### config.mk
export PLATFORM = sky130hd
export DESIGN_NAME = gpr_file_2w2r_flat
export DESIGN_NICKNAME = d
export VERILOG_FILES = /design/src/rtl/gpr_file_2w2r_if.sv /design/src/rtl/gpr_file_2w2r.sv /design/src/flat_wrapper.sv
export SDC_FILE = /design/constraint.sdc
export NUM_CORES = 1
export LEC_CHECK = 0
export CORE_MARGIN = 8
export CORE_UTILIZATION = 60
export CTS_BUF_LIST = sky130_fd_sc_hd__clkbuf_4
export CTS_CLUSTER_DIAMETER = 40
export DETAILED_ROUTE_END_ITERATION = 8
export PLACE_DENSITY = 0.79
export SYNTH_ARGS = -nofsm -noshare
export SYNTH_HDL_FRONTEND = slang
export SYNTH_SLANG_ARGS = --single-unit
### constraint.sdc
create_clock -name clk -period 3.05 [get_ports clk]
set_clock_uncertainty 0.05 [all_clocks]
set_input_delay 0.61 -clock clk [delete_from_list [all_inputs] [get_ports clk]]
set_output_delay 0.61 -clock clk [all_outputs]
set_load 0.03 [all_outputs]
### src/rtl/gpr_file_2w2r_if.sv
// Register-file bus: issue-side read/scoreboard signals plus the two writeback ports.
// The master drives addresses, writes and scoreboard sets. The slave (the register file) returns read data and busy status.
interface gpr_file_2w2r_if #(
    parameter int DATA_W = 16,
    parameter int ADDR_W = 3
);
    localparam int DEPTH = 1 << ADDR_W;

    logic [ADDR_W-1:0] ra1;
    logic [ADDR_W-1:0] ra2;
    logic [DATA_W-1:0] rd1;
    logic [DATA_W-1:0] rd2;
    logic              rd1_busy;
    logic              rd2_busy;
    logic              wa_en;
    logic [ADDR_W-1:0] wa_addr;
    logic [DATA_W-1:0] wa_data;
    logic              wb_en;
    logic [ADDR_W-1:0] wb_addr;
    logic [DATA_W-1:0] wb_data;
    logic              sb_set_en;
    logic [ADDR_W-1:0] sb_set_addr;
    logic [DEPTH-1:0]  busy_vec;

    modport master (
        output ra1, ra2, wa_en, wa_addr, wa_data, wb_en, wb_addr, wb_data,
               sb_set_en, sb_set_addr,
        input  rd1, rd2, rd1_busy, rd2_busy, busy_vec
    );

    modport slave (
        input  ra1, ra2, wa_en, wa_addr, wa_data, wb_en, wb_addr, wb_data,
               sb_set_en, sb_set_addr,
        output rd1, rd2, rd1_busy, rd2_busy, busy_vec
    );
endinterface

### src/rtl/gpr_file_2w2r.sv
// 2-write/2-read general-purpose register file with per-register busy scoreboard,
// optional hardwired-zero R0 and optional write-to-read bypass.
module gpr_file_2w2r #(
    parameter int DATA_W  = 16,
    parameter int ADDR_W  = 3,
    parameter int R0_ZERO = 0,
    parameter int BYPASS  = 1
) (
    input logic            clk,
    input logic            rst_n,
    gpr_file_2w2r_if.slave bus
);
    localparam int   DEPTH = 1 << ADDR_W;
    localparam logic R0Z   = (R0_ZERO != 0);
    localparam logic BYP   = (BYPASS != 0);

    logic [DATA_W-1:0] regs [DEPTH];
    logic [DEPTH-1:0]  busy;

    logic wa_ok, wb_ok, sb_ok;
    logic hit_a1, hit_b1, hit_a2, hit_b2;
    logic zero1, zero2;

    // Address-0 traffic is dropped at the source when R0 is hardwired.
    assign wa_ok = bus.wa_en     & ~(R0Z & (bus.wa_addr     == '0));
    assign wb_ok = bus.wb_en     & ~(R0Z & (bus.wb_addr     == '0));
    assign sb_ok = bus.sb_set_en & ~(R0Z & (bus.sb_set_addr == '0));

    always_ff @(posedge clk or negedge rst_n) begin
        if (!rst_n) begin
            for (int i = 0; i < DEPTH; i++) begin
                regs[i] <= '0;
            end
        end else begin
            if (wa_ok) regs[bus.wa_addr] <= bus.wa_data;
            // Port B is assigned last so it wins an address collision.
            if (wb_ok) regs[bus.wb_addr] <= bus.wb_data;
        end
    end

    always_ff @(posedge clk or negedge rst_n) begin
        if (!rst_n) begin
            busy <= '0;
        end else begin
            for (int i = 0; i < DEPTH; i++) begin
                // A newly issued producer outranks the retiring one.
                if (sb_ok && (bus.sb_set_addr == ADDR_W'(i))) begin
                    busy[i] <= 1'b1;
                end else if ((wa_ok && (bus.wa_addr == ADDR_W'(i))) ||
                             (wb_ok && (bus.wb_addr == ADDR_W'(i)))) begin
                    busy[i] <= 1'b0;
                end
            end
        end
    end

    assign hit_a1 = BYP & wa_ok & (bus.wa_addr == bus.ra1);
    assign hit_b1 = BYP & wb_ok & (bus.wb_addr == bus.ra1);
    assign hit_a2 = BYP & wa_ok & (bus.wa_addr == bus.ra2);
    assign hit_b2 = BYP & wb_ok & (bus.wb_addr == bus.ra2);
    assign zero1  = R0Z & (bus.ra1 == '0);
    assign zero2  = R0Z & (bus.ra2 == '0);

    always_comb begin
        bus.rd1 = regs[bus.ra1];
        if (zero1)       bus.rd1 = '0;
        else if (hit_b1) bus.rd1 = bus.wb_data;
        else if (hit_a1) bus.rd1 = bus.wa_data;
    end

    always_comb begin
        bus.rd2 = regs[bus.ra2];
        if (zero2)       bus.rd2 = '0;
        else if (hit_b2) bus.rd2 = bus.wb_data;
        else if (hit_a2) bus.rd2 = bus.wa_data;
    end

    assign bus.busy_vec = busy & {{(DEPTH-1){1'b1}}, ~R0Z};
    assign bus.rd1_busy = bus.busy_vec[bus.ra1] & ~(hit_a1 | hit_b1);
    assign bus.rd2_busy = bus.busy_vec[bus.ra2] & ~(hit_a2 | hit_b2);
endmodule
### src/flat_wrapper.sv
// flat-port wrapper written by rule: the top's interface ports become plain ports
module gpr_file_2w2r_flat 
#(
    parameter int DATA_W  = 16,
    parameter int ADDR_W  = 3,
    parameter int R0_ZERO = 0,
    parameter int BYPASS  = 1
)
  (clk, rst_n, bus_ra1, bus_ra2, bus_wa_en, bus_wa_addr, bus_wa_data, bus_wb_en, bus_wb_addr, bus_wb_data, bus_sb_set_en, bus_sb_set_addr, bus_rd1, bus_rd2, bus_rd1_busy, bus_rd2_busy, bus_busy_vec);
  gpr_file_2w2r_if #(.DATA_W(DATA_W), .ADDR_W(ADDR_W)) bus_i ();
  input logic clk;
  input logic rst_n;
  input wire logic [$bits(bus_i.ra1)-1:0] bus_ra1;
  input wire logic [$bits(bus_i.ra2)-1:0] bus_ra2;
  input wire logic [$bits(bus_i.wa_en)-1:0] bus_wa_en;
  input wire logic [$bits(bus_i.wa_addr)-1:0] bus_wa_addr;
  input wire logic [$bits(bus_i.wa_data)-1:0] bus_wa_data;
  input wire logic [$bits(bus_i.wb_en)-1:0] bus_wb_en;
  input wire logic [$bits(bus_i.wb_addr)-1:0] bus_wb_addr;
  input wire logic [$bits(bus_i.wb_data)-1:0] bus_wb_data;
  input wire logic [$bits(bus_i.sb_set_en)-1:0] bus_sb_set_en;
  input wire logic [$bits(bus_i.sb_set_addr)-1:0] bus_sb_set_addr;
  output wire logic [$bits(bus_i.rd1)-1:0] bus_rd1;
  output wire logic [$bits(bus_i.rd2)-1:0] bus_rd2;
  output wire logic [$bits(bus_i.rd1_busy)-1:0] bus_rd1_busy;
  output wire logic [$bits(bus_i.rd2_busy)-1:0] bus_rd2_busy;
  output wire logic [$bits(bus_i.busy_vec)-1:0] bus_busy_vec;
  assign bus_i.ra1 = bus_ra1;
  assign bus_i.ra2 = bus_ra2;
  assign bus_i.wa_en = bus_wa_en;
  assign bus_i.wa_addr = bus_wa_addr;
  assign bus_i.wa_data = bus_wa_data;
  assign bus_i.wb_en = bus_wb_en;
  assign bus_i.wb_addr = bus_wb_addr;
  assign bus_i.wb_data = bus_wb_data;
  assign bus_i.sb_set_en = bus_sb_set_en;
  assign bus_i.sb_set_addr = bus_sb_set_addr;
  assign bus_rd1 = bus_i.rd1;
  assign bus_rd2 = bus_i.rd2;
  assign bus_rd1_busy = bus_i.rd1_busy;
  assign bus_rd2_busy = bus_i.rd2_busy;
  assign bus_busy_vec = bus_i.busy_vec;
  gpr_file_2w2r #(.DATA_W(DATA_W), .ADDR_W(ADDR_W), .R0_ZERO(R0_ZERO), .BYPASS(BYPASS)) u_core (.clk(clk), .rst_n(rst_n), .bus(bus_i));
endmodule
==> flow_summary.toml, run 1 <==
[global_route]
grt_pass1_wl_um = 44080
antenna_found_initial = 0
grt_usage_pct = 28.71
grt_overflow_total = 0
grt_pass1_vias = 7935
grt_max_degree = 62

[sta]
worst_pin_slew_ns = 0.7612
maxSlewViolCount = 0
max-slew-margin-rel_pct = 48.98
hold_violations = 0
max_freq_mhz = 334.8
finalCriticalPeriod_ns = 2.987
rsz0062_at_grt = "false"
setup_viol = 0
finalCritPeriodShare_pct = 97.94
timing.final.ws_setup_ns = 0.06296

[place]
io_buffers = 93
dp_cells = 1155
globalplace.congestion = 0.9033
hpwl_um = 18960
pre_cts_ws_ns = -0.1949

[synth]
yosysTopAreaCellShare_pct = 36.17
synth_ff_type = "dfrtp_1"
synth_area_leaders = "dfrtp_1 (36%), mux2i_1 (17%), mux4_2 (11%), mux4_1 (5.9%), mux2_2 (4.1%)"
ys_seq_elements = 136
synth_most_common_cell = "mux2i_1"
ys_seq_area_share_pct = 36.17
yosysUniqueCellTypes = 29
yosysTopAreaCell = "dfrtp_1"
syn_area_per_cell_um2 = 10.57
yosys_warnings = 0
synthArstFlopShare_pct = 100.0
syn_nets = 942
yosys-top-cells-count = "mux2i_1 (160), dfrtp_1 (136), nand2_1 (100)"
synth.cell_area_mm2 = 0.009409
synth_edf_count = 0
synthCells = 890

[critical_path]
worst_ep_arrival_time_ns = 2.33
cp-end-kind = "primary output"
worstSetupPathType = "in -> out"
required_ns = 2.39
cp_slowest_stage_delay_ns = 0.29
critPathMaxFanout = 5
cp_cell_sequence = "dlygate4sd2_1 > bufbuf_16 > xnor2_2 > nand4_1 > buf_4 > buf_4 > mux2i_1 > o21ai_1 > buf_4"
path_common_cell = "buf_4"
start_kind = "input port"
reg2reg_depth = 2
crit_slowest_cell = "bufbuf_16"
timing.reg2reg.setup_slack_ns = 2.10

[floorplanning]
die_area_mm2 = 0.01994
chipHeight_um = 141.2
core_mm2 = 0.01526
die_width_um = 141.2
start_util_pct = 61.66
row_count = 45
num_io_pins = 94

[power]
p_per_area_mw_per_mm2 = 555.6
p_total_mw = 6.128
seq_power_share_pct = 41.4
switchingPower_mw = 2.149
leakage_nw = 4.925
switching_share_pct = 35.07
internal-power_mw = 3.979
p_comb_share_pct = 36.9
clock_power_share_pct = 21.7
irDropWorstVdd_mv = 0.3288

[run_status]
outcome = "finished, final reports clean"

[detailed_routing]
drc_errors = 0
viasPerCell = 6.641
wl_um = 28660
vias = 7923
routedWlPerCell_um = 24.03
drt_iter0_markers = 868
drtPass1Iterations = 7
ant_nets = 0

[layout]
fillers = 1061
finalNonFillerCells = 1193
final_layout_size_suffix_gt1_share_pct = 24.24
area_growth_pct = 17.22
nets = 1021
postLayoutCoreUtil_pct = 72.28
n_antenna_cell = 0

[clocking]
clk_latency_ns = 0.58
cts_tree = "yes"
root_buffer = "clkbuf_4"
cts_buffers = 17
clk_pin_slew_ns = 0.12
cts_buffer_depth = 2
h-tree-depth = 4
clock-sinks = 136

[flow_run]
max_cap_violations = 0

[hold_path]
hp-class = "in -> async"
## per-layer routing
| layer | share of wire (%) | track usage [%] | up-vias |
|---|---|---|---|
| met1 | 39 | 37.29 | 3866 |
| met5 | 0 | 0 | - |
| met3 | 11 | 8.204 | 89 |
| li1 | - | - | 3398 |
| met4 | 3.0 | 11.60 | 0 |
| met2 | 47 | 44.52 | 570 |
## worst max-delay path, delay by kind of cell
family	cells	cell delay [ns]
AND/OR/NAND/NOR	1	0.09
multiplexers	1	0.13
AO/OA/AOI/OAI	1	0.24
buffers and inverters	5	1.13
XOR/XNOR	1	0.12
## state kept, by name (all words and copies together), names as in the netlist
| name | flops |
|---|---|
| u_core.bus.busy_vec | 8 |
| u_core.regs | 128 |
## per-stage QoR
| stage | hold WS, ns | instance area [um^2] | TNS (ns) |
|---|---|---|---|
| 2_1_floorplan | 0.2644 | 9409 | 0 |
| 3_3_place_gp | 0.4898 | 10590 | -1.547 |
| 3_5_place_dp | 0.5289 | 10590 | -2.080 |
| 4_1_cts | 0.5254 | 10980 | 0 |
| 5_1_grt | 0.5452 | 11030 | 0 |
| 6_report | 0.5278 | 11030 | 0 |
## power by group through the flow
stage / clock network (mW) / logic [mW] / registers (mW)
after floorplan: 0 / 1.55 / 2.46
after global placement: 0 / 2.15 / 2.51
after detailed placement: 0 / 2.23 / 2.55
after CTS: 1.34 / 2.25 / 2.52
after global routing: 1.42 / 2.42 / 2.57
final: 1.33 / 2.26 / 2.54
## what timing repair did
item / 4_1_cts / 5_1_grt
setup endpoints to repair: 26 / 26
hold buffers: 1 / 0
endpoints found under the hold margin: 41 / 0
pin swaps: 3 / 3
setup buffers: 3 / 0
gates cloned: 1 / 1
gates resized for setup: 7 / 15
## cells in the final DEF, fill, tap and decap left out, drive strengths merged, types with 6 or more instances in the layout
cell	Yosys	layout
a21oi	64	64
buf	58	113
clkbuf	55	21
clkdlybuf4s50	0	49
clkinv	0	7
dfrtp	136	136
mux2	34	34
mux2i	160	160
mux4	68	68
nand2	100	100
nand2b	7	7
nand4b	6	6
nor2	64	64
o21ai	100	100
xnor2	12	12
## final timing paths
| check | end | start |
|---|---|---|
| setup / recovery | bus_rd1[12] | bus_ra1[2] |
| hold / removal | u_core.regs[16]$_DFF_PN0_ | rst_n |
| setup reg to reg | u_core.regs[111]$_DFF_PN0_ | u_core.regs[111]$_DFF_PN0_ |
| hold reg to reg | u_core.bus.busy_vec[5]$_DFFE_PN0P_ | u_core.bus.busy_vec[5]$_DFFE_PN0P_ |
| max in group asynchronous | u_core.regs[20]$_DFF_PN0_ | rst_n |
| min in group clk | u_core.bus.busy_vec[5]$_DFFE_PN0P_ | u_core.bus.busy_vec[5]$_DFFE_PN0P_ |
## cells by family (layout without fill, tap and decap cells)
| logic type | Yosys count | after routing | synth area share [%] |
|---|---|---|---|
| mux | 262 | 262 | 38.20 |
| compound gates | 168 | 168 | 9.096 |
| flops | 136 | 136 | 36.17 |
| buf+inv | 115 | 207 | 6.463 |
| simple gates | 197 | 197 | 8.949 |
| xor+xnor | 12 | 12 | 1.117 |
## area by class of cell
type,instances,area [um^2],share of cell area [%]
Inverter,2,7.507,0.06807
Timing Repair Buffer,173,1584,14.36
Clock buffer,17,127.6,1.157
Clock inverter,15,183.9,1.668
Multi-Input combinational cell,639,5459,49.50
Sequential cell,136,3403,30.86
Tap cell,211,264.0,2.394
No activity file was read; power rests on OpenSTA's default activity.
==> inputs of run 2 (changes only) <==
--- a/config.mk
+++ b/config.mk
@@ -11,6 +11,7 @@
 export CTS_CLUSTER_DIAMETER = 40
 export DETAILED_ROUTE_END_ITERATION = 8
 export PLACE_DENSITY = 0.79
+export SLEW_MARGIN = 20
 export SYNTH_ARGS = -nofsm -noshare
 export SYNTH_HDL_FRONTEND = slang
 export SYNTH_SLANG_ARGS = --single-unit
==> results of run 2 <==
The final DEF is identical to that of run 1; final timing and power are the same.
